## src/rtl/ram_write_arbiter_pkg.sv

```systemverilog
// ram_write_arbiter_pkg: shared widths, holding-entry state type and the read-after-write hit compare.
package ram_write_arbiter_pkg;
    localparam int ARG_L  = 8;
    localparam int WORD_L = 16;
    typedef enum logic {EMPTY = 1'b0, FULL = 1'b1} hold_e;
    function automatic logic raw_hit(
        input logic [ARG_L-1:0] rd,
        input logic [ARG_L-1:0] limit,
        input logic             full_c,
        input logic [ARG_L-1:0] addr_c,
        input logic             full_d,
        input logic [ARG_L-1:0] addr_d
    );
        return rd >= limit && ((full_c && rd == addr_c) || (full_d && rd == addr_d));
    endfunction
endpackage

```

## src/rtl/ram_write_arbiter_hold.sv

```systemverilog
// ram_wr_hold: one-entry write buffer with valid/ready accept, grant release and protected-address reject.
module ram_wr_hold
    import ram_write_arbiter_pkg::*;
#(
    parameter int PROT_LIMIT = 2
) (
    input  logic              clk,
    input  logic              reset,
    input  logic              valid,
    input  logic [ARG_L-1:0]  addr,
    input  logic [WORD_L-1:0] data,
    input  logic              grant,
    output logic              ready,
    output logic              full,
    output logic              reject,
    output logic [ARG_L-1:0]  addr_q,
    output logic [WORD_L-1:0] data_q
);
    hold_e             state_q, state_d;
    logic              accept;
    logic [ARG_L-1:0]  addr_d;
    logic [WORD_L-1:0] data_d;
    always_comb begin
        full    = state_q == FULL;
        ready   = !full || grant;
        accept  = valid && ready && addr >= ARG_L'(PROT_LIMIT);
        reject  = valid && ready && addr < ARG_L'(PROT_LIMIT);
        state_d = accept ? FULL : grant ? EMPTY : state_q;
        addr_d  = accept ? addr : addr_q;
        data_d  = accept ? data : data_q;
    end
    always_ff @(posedge clk or posedge reset) begin
        if (reset) begin
            state_q <= EMPTY;
            addr_q  <= '0;
            data_q  <= '0;
        end else begin
            state_q <= state_d;
            addr_q  <= addr_d;
            data_q  <= data_d;
        end
    end
endmodule

```

## src/rtl/ram_write_arbiter.sv

```systemverilog
// ram_write_arbiter: arbitrates core (C) and I/O loader (D) writes onto the ram's single registered write port.
module ram_write_arbiter
    import ram_write_arbiter_pkg::*;
#(
    parameter int PROT_LIMIT = 2,
    parameter int C_PRIORITY = 0
) (
    input  logic              clk,
    input  logic              reset,
    input  logic              c_valid,
    output logic              c_ready,
    input  logic [ARG_L-1:0]  c_addr,
    input  logic [WORD_L-1:0] c_data,
    input  logic              d_valid,
    output logic              d_ready,
    input  logic [ARG_L-1:0]  d_addr,
    input  logic [WORD_L-1:0] d_data,
    input  logic [ARG_L-1:0]  rd_a,
    input  logic [ARG_L-1:0]  rd_b,
    output logic [ARG_L-1:0]  pointer_w,
    output logic [WORD_L-1:0] result,
    output logic              stall,
    output logic              prot_err,
    output logic              prot_src,
    output logic              idle
);
    logic              full_c, full_d, rej_c, rej_d, grant_c, grant_d;
    logic [ARG_L-1:0]  c_addr_q, d_addr_q, pointer_w_q, pointer_w_d;
    logic [WORD_L-1:0] c_data_q, d_data_q, result_q, result_d;
    logic              last_q, last_d, pend_q, pend_d;
    logic              prot_err_q, prot_err_d, prot_src_q, prot_src_d;

    ram_wr_hold #(.PROT_LIMIT(PROT_LIMIT)) u_hold_c (
        .clk(clk), .reset(reset), .valid(c_valid), .addr(c_addr), .data(c_data),
        .grant(grant_c), .ready(c_ready), .full(full_c), .reject(rej_c),
        .addr_q(c_addr_q), .data_q(c_data_q)
    );
    ram_wr_hold #(.PROT_LIMIT(PROT_LIMIT)) u_hold_d (
        .clk(clk), .reset(reset), .valid(d_valid), .addr(d_addr), .data(d_data),
        .grant(grant_d), .ready(d_ready), .full(full_d), .reject(rej_d),
        .addr_q(d_addr_q), .data_q(d_data_q)
    );

    // last_q = 1 means D was granted last, so C takes the next tie
    always_comb begin
        grant_c     = full_c && (!full_d || C_PRIORITY != 0 || last_q);
        grant_d     = full_d && !grant_c;
        last_d      = grant_c ? 1'b0 : grant_d ? 1'b1 : last_q;
        pointer_w_d = grant_c ? c_addr_q : grant_d ? d_addr_q : '0;
        result_d    = grant_c ? c_data_q : grant_d ? d_data_q : result_q;
        prot_err_d  = rej_c || rej_d || pend_q;
        prot_src_d  = prot_err_d && !rej_c;
        pend_d      = rej_c && (rej_d || pend_q);
        stall       = raw_hit(rd_a, ARG_L'(PROT_LIMIT), full_c, c_addr_q, full_d, d_addr_q) ||
                      raw_hit(rd_b, ARG_L'(PROT_LIMIT), full_c, c_addr_q, full_d, d_addr_q);
        idle        = !full_c && !full_d && pointer_w_q == '0;
    end

    always_ff @(posedge clk or posedge reset) begin
        if (reset) begin
            last_q      <= 1'b1;
            pointer_w_q <= '0;
            result_q    <= '0;
            prot_err_q  <= 1'b0;
            prot_src_q  <= 1'b0;
            pend_q      <= 1'b0;
        end else begin
            last_q      <= last_d;
            pointer_w_q <= pointer_w_d;
            result_q    <= result_d;
            prot_err_q  <= prot_err_d;
            prot_src_q  <= prot_src_d;
            pend_q      <= pend_d;
        end
    end

    assign pointer_w = pointer_w_q;
    assign result    = result_q;
    assign prot_err  = prot_err_q;
    assign prot_src  = prot_src_q;
endmodule

```

## config.mk

```make
export PLATFORM = sky130hd
export DESIGN_NAME = ram_write_arbiter
export DESIGN_NICKNAME = d
export VERILOG_FILES = /design/src/rtl/ram_write_arbiter_pkg.sv /design/src/rtl/ram_write_arbiter_hold.sv /design/src/rtl/ram_write_arbiter.sv
export SDC_FILE = /design/constraint.sdc
export NUM_CORES = 1
export LEC_CHECK = 0
export CAP_MARGIN = 20
export CORE_UTILIZATION = 45
export CTS_BUF_LIST = sky130_fd_sc_hd__clkbuf_4
export CTS_CLUSTER_DIAMETER = 50
export DETAILED_ROUTE_END_ITERATION = 6
export GPL_TIMING_DRIVEN = 1
export PLACE_DENSITY = 0.83
export RECOVER_POWER = 50
export SETUP_SLACK_MARGIN = 0.02
export SLEW_MARGIN = 25
export SYNTH_ARGS = -nofsm -noshare
export SYNTH_HDL_FRONTEND = slang
export SYNTH_SLANG_ARGS = --single-unit
```

## constraint.sdc

```tcl
create_clock -name clk -period 2.9 [get_ports clk]
set_clock_uncertainty 0.05 [all_clocks]
set_input_delay 0.87 -clock clk [delete_from_list [all_inputs] [get_ports clk]]
set_output_delay 0.87 -clock clk [all_outputs]
set_load 0.05 [all_outputs]
```

# [Yosys cells after proc, flatten, opt, wreduce, memory -nomap -nowiden]
# Index checks and enable logic that the tools add are counted.
[op_classes] multipliers=0 n_eq_ne=4 add_sub_neg=0 div=0 muxes=10 magnitude_cmp=6 shifts=0 n_bitwise=0 n_reduce_logical=35
[op_table] operator="8-bit equality test" n=4
[op_table] operator="8-bit by 2-bit greater-or-equal comparator with 1-bit output (second input constant)" n=4
[op_table] operator="16-bit 2-to-1 mux" n=2
[op_table] operator="1-bit logical AND" n=18
[op_table] operator="8-bit by 2-bit < comparator with 1-bit output (second input constant)" n=2
[op_table] operator="8-bit 2-to-1 mux" n=2
[op_table] operator="1-bit logical OR" n=9
[op_table] operator="8-bit logical NOT" n=1
[op_table] operator="1-bit 2-to-1 mux" n=6
[op_table] operator="2-bit nonzero test" n=3
[op_table] operator="1-bit logical NOT" n=4
[word_totals] elab_cells=67 ramBits=0 latch_bits=0 inputBits=68 memories=0 register_bits=78 output_inout_bits=30 mem_bits_ro=0

# [Longest topological paths before layout]
# Gate-level depths: netlist (run 1).
[depth] word_depth=11 ltp_mapped=6 ltp_nobuf=4

# [By module]
# From an unflattened synthesis (run 1), not the netlist that was laid out.
[hier_totals] hier_cells=295 hier_area_um2=3618.5
[modules_own_cells] mod="ram_wr_hold" instances=2 cells_per_inst=61 seq_area_each_um2=625.6 area_each_um2=1034.7
[modules_own_cells] mod="ram_write_arbiter" instances=1 cells_per_inst=173 seq_area_each_um2=701.9 area_each_um2=1549.0

# [Least setup slack after synthesis (run 1)]
# Ideal clock, no wire load.
[synth_timing] path_type="input -> output" from="input rd_a[4]" to="output stall" cell_stages=4 setup_slack_ns=-0.447 t_arrival_ns=2.427 required_time_ns=1.980 n_path_buf=0 path_cell_list="or4_1 > nor4_2 > nor4_1 > or4_1"
[synth_via] elab_chain_cells=5 elab_cells_between_ends=8 cone_classes="1 x order compare; 2 x eq/ne; 5 x reduce/logical"
[synth_lines] item="start: declaration" line_no="ram_write_arbiter.sv:18" rtl="input logic [ARG_L-1:0] rd_a,"
[synth_lines] item="branches (longest 3 deep; another with 8-bit by 2-bit greater-or-equal comparator with 1-bit output)"
[synth_lines] item="1-bit logical AND (*)" line_no="ram_write_arbiter_pkg.sv:14" rtl="return rd >= limit && ((full_c && rd == addr_c) || (full_d && rd == addr_d));"
[synth_lines] item="1-bit logical OR (*)" line_no="ram_write_arbiter.sv:54" rtl="stall = raw_hit(rd_a, ARG_L'(PROT_LIMIT), full_c, c_addr_q, full_d, d_addr_q) ||"
[synth_lines] item="end: declaration" line_no="ram_write_arbiter.sv:22" rtl="output logic stall,"
# Mark *: on every way between the ends.

# [Final worst setup path (run 1)]
[layout_timing] from="input rd_b[1]" to="output stall"
[layout_via] elab_chain_cells=5 elab_cells_between_ends=8 cone_classes="1 x order compare; 2 x eq/ne; 5 x reduce/logical"
[layout_lines] item="start: declaration" line_no="ram_write_arbiter.sv:19" rtl="input logic [ARG_L-1:0] rd_b,"
[layout_lines] item="branches (longest 3 deep; another with 8-bit by 2-bit greater-or-equal comparator with 1-bit output)"
[layout_lines] item="1-bit logical AND (*)" line_no="ram_write_arbiter_pkg.sv:14"
[layout_lines] item="1-bit logical OR (*)" line_no="ram_write_arbiter.sv:54"
# Marks and branches as above.

==> flow_summary.toml, run 1 <==
[run_status]
outcome = "finished, violations left"
violations = "capacitance limit, slew limit, setup timing"

[clock_tree]
clk_pin_slew_ps = 110
cts_tree = "yes"
cts.sinks = 78
cts_made_buffers = 9
insertion_delay_ps = 400
cts_setup_buffers = 0
root_buffer = "clkbuf_4"
h-tree-depth = 3
cts-hold-fix-buffers = 0
ctsLongestPathBuffers = 2

[setup_path]
crit_path_cell_trace = "buf_6 -> or4_4 -> nor4_4 -> nor4_1 -> or4_4 -> buf_8"
crit_family = "simple AND/OR/NAND/NOR gates"
cp-end-kind = "primary output"
worstSetupPathType = "in -> out"
cpMostUsedCell = "or4_4"
cpPeakStageDelay_ps = 540
cp_slowest_cell = "or4_4"
arrival_ps = 2450
required_ps = 1980
start_kind = "primary input"
cp_max_fo = 2
cp_num_buf_inv = 2

[sta]
period_minus_slack_ps = 3370
max_clock_freq_mhz = 297
slew_headroom_pct = -10.6
setup_viol = 1
tightest_slew_ps = 1660
slew_viol_final = 33
rsz0062_at_grt = "true"
timing.hold.ws_ps = 431
finalHoldViolCount = 0
setup_slack_ps = -465
min_period_over_period_pct = 116

[placed_design]
dp_hpwl_um = 6340
finalWeightedCongestion = 0.912
portBuffers = 97
place_area_um2 = 4740

[global_routing]
track_usage_pct = 23.3
antenna_found_initial = 0
grt_pass1_vias = 2836
grt_first_pass_wirelength_um = 13600
grt-ovfl-total = 0
grt_max_degree = 47

[power]
p_leak_nw = 2.11
power.density_nw_per_um2 = 936
ir_drop_uv = 673
finalPower_w = 0.00457

[route]
routed_wl_um = 8570
drt_first_pass_iters = 4
routedWlPerCell_um = 17.2
vias_per_cell = 5.29
drtIter0Drc = 114
vias = 2636
antenna_left = 0
drc = 0

[synthesis]
synth_seq_area_share_pct = 56.6
synthesis.yosys.warnings = 0
yosysUniqueCellTypes = 23
postSynthCellCount = 273
avgSynthCellArea_um2 = 12.6
ys_ff_latch = 78
synth_area_um2 = 3450
synth_nets = 341

[floorplan]
die_w_um = 89.6
die_area_um2 = 8030
coreArea_um2 = 7330
rows = 31
die_h_um = 89.6
start_util_pct = 47.1
io_pins = 98

[finish]
nFillCells = 555
finalCoreUtilization_pct = 66.5
finalNetCount = 462
n_antenna_cell = 0
areaGrowthSynthToFinish_pct = 41.3
fin_area_um2 = 4880
drive_above_1_share_pct = 25.1

[flow_run]
maxCapViolations = 1

[worst_hold_path]
min_path_type = "reg -> reg"
## repair_timing
item	4_1_cts	5_1_grt
endpoints found under the setup margin	1	2
endpoints found under the hold margin	0	0
pin swaps	9	2
gates resized for setup	34	5
## final cells by class
| type | instances | area (µm²) | area share [%] |
|---|---|---|---|
| sequential | 78 | 1950 | 40.0 |
| tap | 99 | 124 | 2.54 |
| inverter | 2 | 8.76 | 0.180 |
| clock buffer | 10 | 75.1 | 1.54 |
| multi-input combinational | 182 | 1480 | 30.2 |
| clock inverter | 6 | 85.1 | 1.74 |
| timing repair buffer | 121 | 1160 | 23.7 |
## cell usage after synthesis
cell type | number | share of area [%]
nor4_2 | 2 | 0.72
nor3_1 | 2 | 0.29
a21o_1 | 16 | 3.5
a21oi_1 | 1 | 0.14
nor4_1 | 8 | 1.4
a32o_1 | 1 | 0.29
buf_2 | 5 | 0.72
and3_1 | 1 | 0.18
nand2_1 | 25 | 2.7
xnor2_1 | 32 | 8.1
a41oi_1 | 2 | 0.51
nor2_1 | 4 | 0.43
a21boi_1 | 1 | 0.22
dfstp_2 | 1 | 0.76
a22o_1 | 16 | 4.1
o21ai_0 | 8 | 1.2
clkbuf_1 | 6 | 0.65
inv_1 | 2 | 0.22
dfrtp_1 | 77 | 56
mux2_2 | 47 | 15
or4_1 | 3 | 0.65
nand4_1 | 5 | 0.91
nand3_1 | 8 | 1.2
## cells by family after synthesis
kind of cell	count (synthesis)	synth area share, %
flops	78	56.6
simple gates	58	8.52
mux	47	15.3
compound gates	45	9.86
xor+xnor	32	8.12
buf+inv	13	1.59
## through the flow
stage / TNS [ps] / setup WS (ps) / instances
finish: -465 / -465 / 498
global route: -677 / -525 / 498
CTS: -595 / -595 / 498
detailed placement: -880 / -880 / 482
global placement: -848 / -848 / 482
floorplan: -320 / -320 / 273
## routing by layer
metal,track usage (%),up-vias,routed length (µm)
met5,0,-,0
met4,9.24,0,119
met3,5.85,12,529
met2,39.0,88,4420
met1,29.1,1308,3500
li1,-,1228,-
## flip-flops by register name (all words and copies together) (netlist names)
name	flops
u_hold_d.data_q	16
u_hold_d.full	1
pointer_w	8
result	16
u_hold_d.addr_q	8
pend_q	1
u_hold_c.full	1
u_hold_c.data_q	16
u_hold_c.addr_q	8
prot_err	1
prot_src	1
last_q	1
## final timing paths
path,from,endpoint,slack [ps],depth (start not counted)
max reg2reg,u_hold_d.full,result[15],280,5
min in group asynchronous,reset,u_hold_c.data_q[0],1260,3
max in group asynchronous,reset,u_hold_d.full,350,3
min,u_hold_d.data_q[3],result[3],430,1
min reg2reg,u_hold_d.data_q[3],result[3],430,1
max,rd_b[1],stall,-470,6
## worst register-to-register path, stage by stage, from the launching register on
cell and delay [ps]:
dfrtp_1 430, clkbuf_1 260, a21boi_0 350, clkbuf_1 1080, a22o_1 300, a21o_1 100
## where the power goes
group	leakage [nW]	switching (W)	internal, W
clock	0.0844	0.000367	0.000359
sequential	0.927	0.000299	0.00145
combinational	1.10	0.00119	0.000896
## cells in the final DEF (no fill, tap or decap), types with 3 or more instances in the layout
cell type / instances
a21o_1: 16
dlymetal6s2s_1: 5
or4_4: 3
nand4_1: 5
dfrtp_1: 77
nand3_1: 8
buf_4: 20
clkbuf_1: 3
a22o_1: 16
buf_2: 4
clkdlybuf4s50_1: 79
clkbuf_4: 10
nor4_1: 8
xnor2_1: 32
nor2_1: 3
nand2_1: 25
mux2_2: 47
o21ai_0: 8
Note: power is estimated with default switching activity, not from simulation.
==> run 2, diff against run 1 <==
--- a/config.mk
+++ b/config.mk
@@ -11,7 +11,7 @@
 export CTS_CLUSTER_DIAMETER = 50
 export DETAILED_ROUTE_END_ITERATION = 6
 export GPL_TIMING_DRIVEN = 1
-export PLACE_DENSITY = 0.83
+export PLACE_DENSITY = 0.86
 export RECOVER_POWER = 50
 export SETUP_SLACK_MARGIN = 0.02
 export SLEW_MARGIN = 25
==> run 2 against run 1 <==
  * The run still ends with capacitance limit, slew limit, setup timing left
  * Maximum frequency fell by 1.0%
  * Cell count rose by 0.20%
  * Final area down 0.51%
  * Highest routed layer unchanged
  * Sequential share of layout area is 0.21 points higher
==> flow_summary.toml, run 2 (synthesized netlist as in run 1, its figures left out) <==
[run_status]
outcome = "finished, violations left"
violations = "capacitance limit, slew limit, setup timing"

[global_routing]
grt_max_degree = 79
grt_first_pass_wirelength_um = 13200
track_usage_pct = 22.6
grt_pass1_vias = 2730
antenna_found_initial = 0
grt-ovfl-total = 0

[floorplan]
start_util_pct = 47.1
die_w_um = 89.6
die_h_um = 89.6
die_area_um2 = 8030
rows = 31
io_pins = 98
coreArea_um2 = 7330

[clock_tree]
cts_made_buffers = 9
cts_tree = "yes"
cts-hold-fix-buffers = 0
h-tree-depth = 3
clk_pin_slew_ps = 120
ctsLongestPathBuffers = 2
root_buffer = "clkbuf_4"
insertion_delay_ps = 400
cts.sinks = 78

[setup_path]
start_kind = "primary input"
ff2ff_setup_slack_ps = 440
startpoint = "rd_b[1]"
cp-end-kind = "primary output"
required_ps = 1980
arrival_ps = 2480
worstSetupPathType = "in -> out"
reg2reg_from = "last_q"
cp_max_fo = 2

[route]
drt_first_pass_iters = 4
routed.top_layer = "met4"
wl_met1_um = 3430
met3_length_um = 422
routed_wl_um = 8340
wl_met2_um = 4270
vias_per_cell = 5.26
drtIter0Drc = 112
antenna_left = 0
drc = 0
vias = 2627
routedWlPerCell_um = 16.7

[finish]
n_antenna_cell = 0
final_common_cell = "clkdlybuf4s50_1"
finalNetCount = 463
seqCellArea_um2 = 1950
nFillCells = 543
layout_common_cells = "clkdlybuf4s50_1 (81), dfrtp_1 (77), mux2_2 (47)"
areaGrowthSynthToFinish_pct = 40.6
drive_above_1_share_pct = 25.8
multi_input_area_um2 = 1490

[flow_run]
maxCapViolations = 1

[placed_design]
portBuffers = 97
dp_hpwl_um = 6120
finalWeightedCongestion = 0.914

[sta]
timing.hold.ws_ps = 436
max_clock_freq_mhz = 294
period_minus_slack_ps = 3400
setup_slack_ps = -501
tightest_slew_ps = 1860
slew_viol_final = 79
setup_viol = 1
finalSetupTns_ps = -501
slew_headroom_pct = -23.8
min_period_over_period_pct = 117
rsz0062_at_grt = "true"
finalHoldViolCount = 0

[worst_hold_path]
hold_start = "u_hold_d.data_q[2]"
min_path_type = "reg -> reg"

[power]
ir_drop_uv = 619
power.density_nw_per_um2 = 921
p_leak_nw = 2.09
-- run 2: cell count changes in the layout (fill, tap and decap cells not counted), sizes merged, moves of 2 or more --
cell / delta
clkinv: +2
clkdlybuf4s50: +2
buf: +3
dlymetal6s2s: -2
-- run 2: area by class of cell --
| cell class | instances | share of cell area [%] |
|---|---|---|
| Clock inverter | 6 | 1.29 |
| Timing Repair Buffer | 122 | 23.5 |
| Inverter | 2 | 0.232 |
| Sequential cell | 78 | 40.2 |
| Tap cell | 99 | 2.55 |
| Multi-Input combinational cell | 182 | 30.6 |
| Clock buffer | 10 | 1.55 |
-- run 2: path summary, 6_finish.rpt --
kind | to | depth (start not counted)
max in group asynchronous | u_hold_c.addr_q[0] | 3
setup / recovery | stall | 6
hold / removal | result[2] | 1
min in group asynchronous | u_hold_c.data_q[0] | 3
hold reg to reg | result[2] | 1
setup reg to reg | pointer_w[4] | 4
-- run 2: where the power goes --
part	switching, W	leakage [nW]	internal (W)
Sequential	0.000294	0.926	0.00145
Clock	0.000374	0.0717	0.000270
Combinational	0.00118	1.09	0.000900
-- run 2: worst max-delay path, cell delays in order --
cell and delay, ps:
buf_6 90, or4_4 540, nor4_4 200, nor4_2 70
or4_4 540, buf_8 170
-- run 2: metal layers --
layer,track usage (%),up-vias
met5,0,-
met4,10.7,0
met3,5.94,17
met2,37.3,68
met1,27.7,1312
li1,-,1230
-- run 2: metrics by stage --
stage          setup slack (ps)  instance area (µm²)  utilization, %  std cells  total power [W]
6_report                   -501                 4850            66.2        499          0.00447
5_1_grt                    -552                 4850            66.2        499          0.00472
4_1_cts                    -594                 4860            66.3        499          0.00451
3_5_place_dp               -900                 4720            64.3        483          0.00386
3_3_place_gp               -845                 4720            64.3        483          0.00381
2_1_floorplan              -320                 3460               -        273          0.00311
-- run 2: timing repair --
| action | 4_1_cts | 5_1_grt |
|---|---|---|
| endpoints found under the hold margin | 0 | 0 |
| resized for setup | 34 | 6 |
| pin swaps | 8 | 4 |
| buffers inserted | 0 | 0 |
| setup endpoints to repair | 2 | 1 |
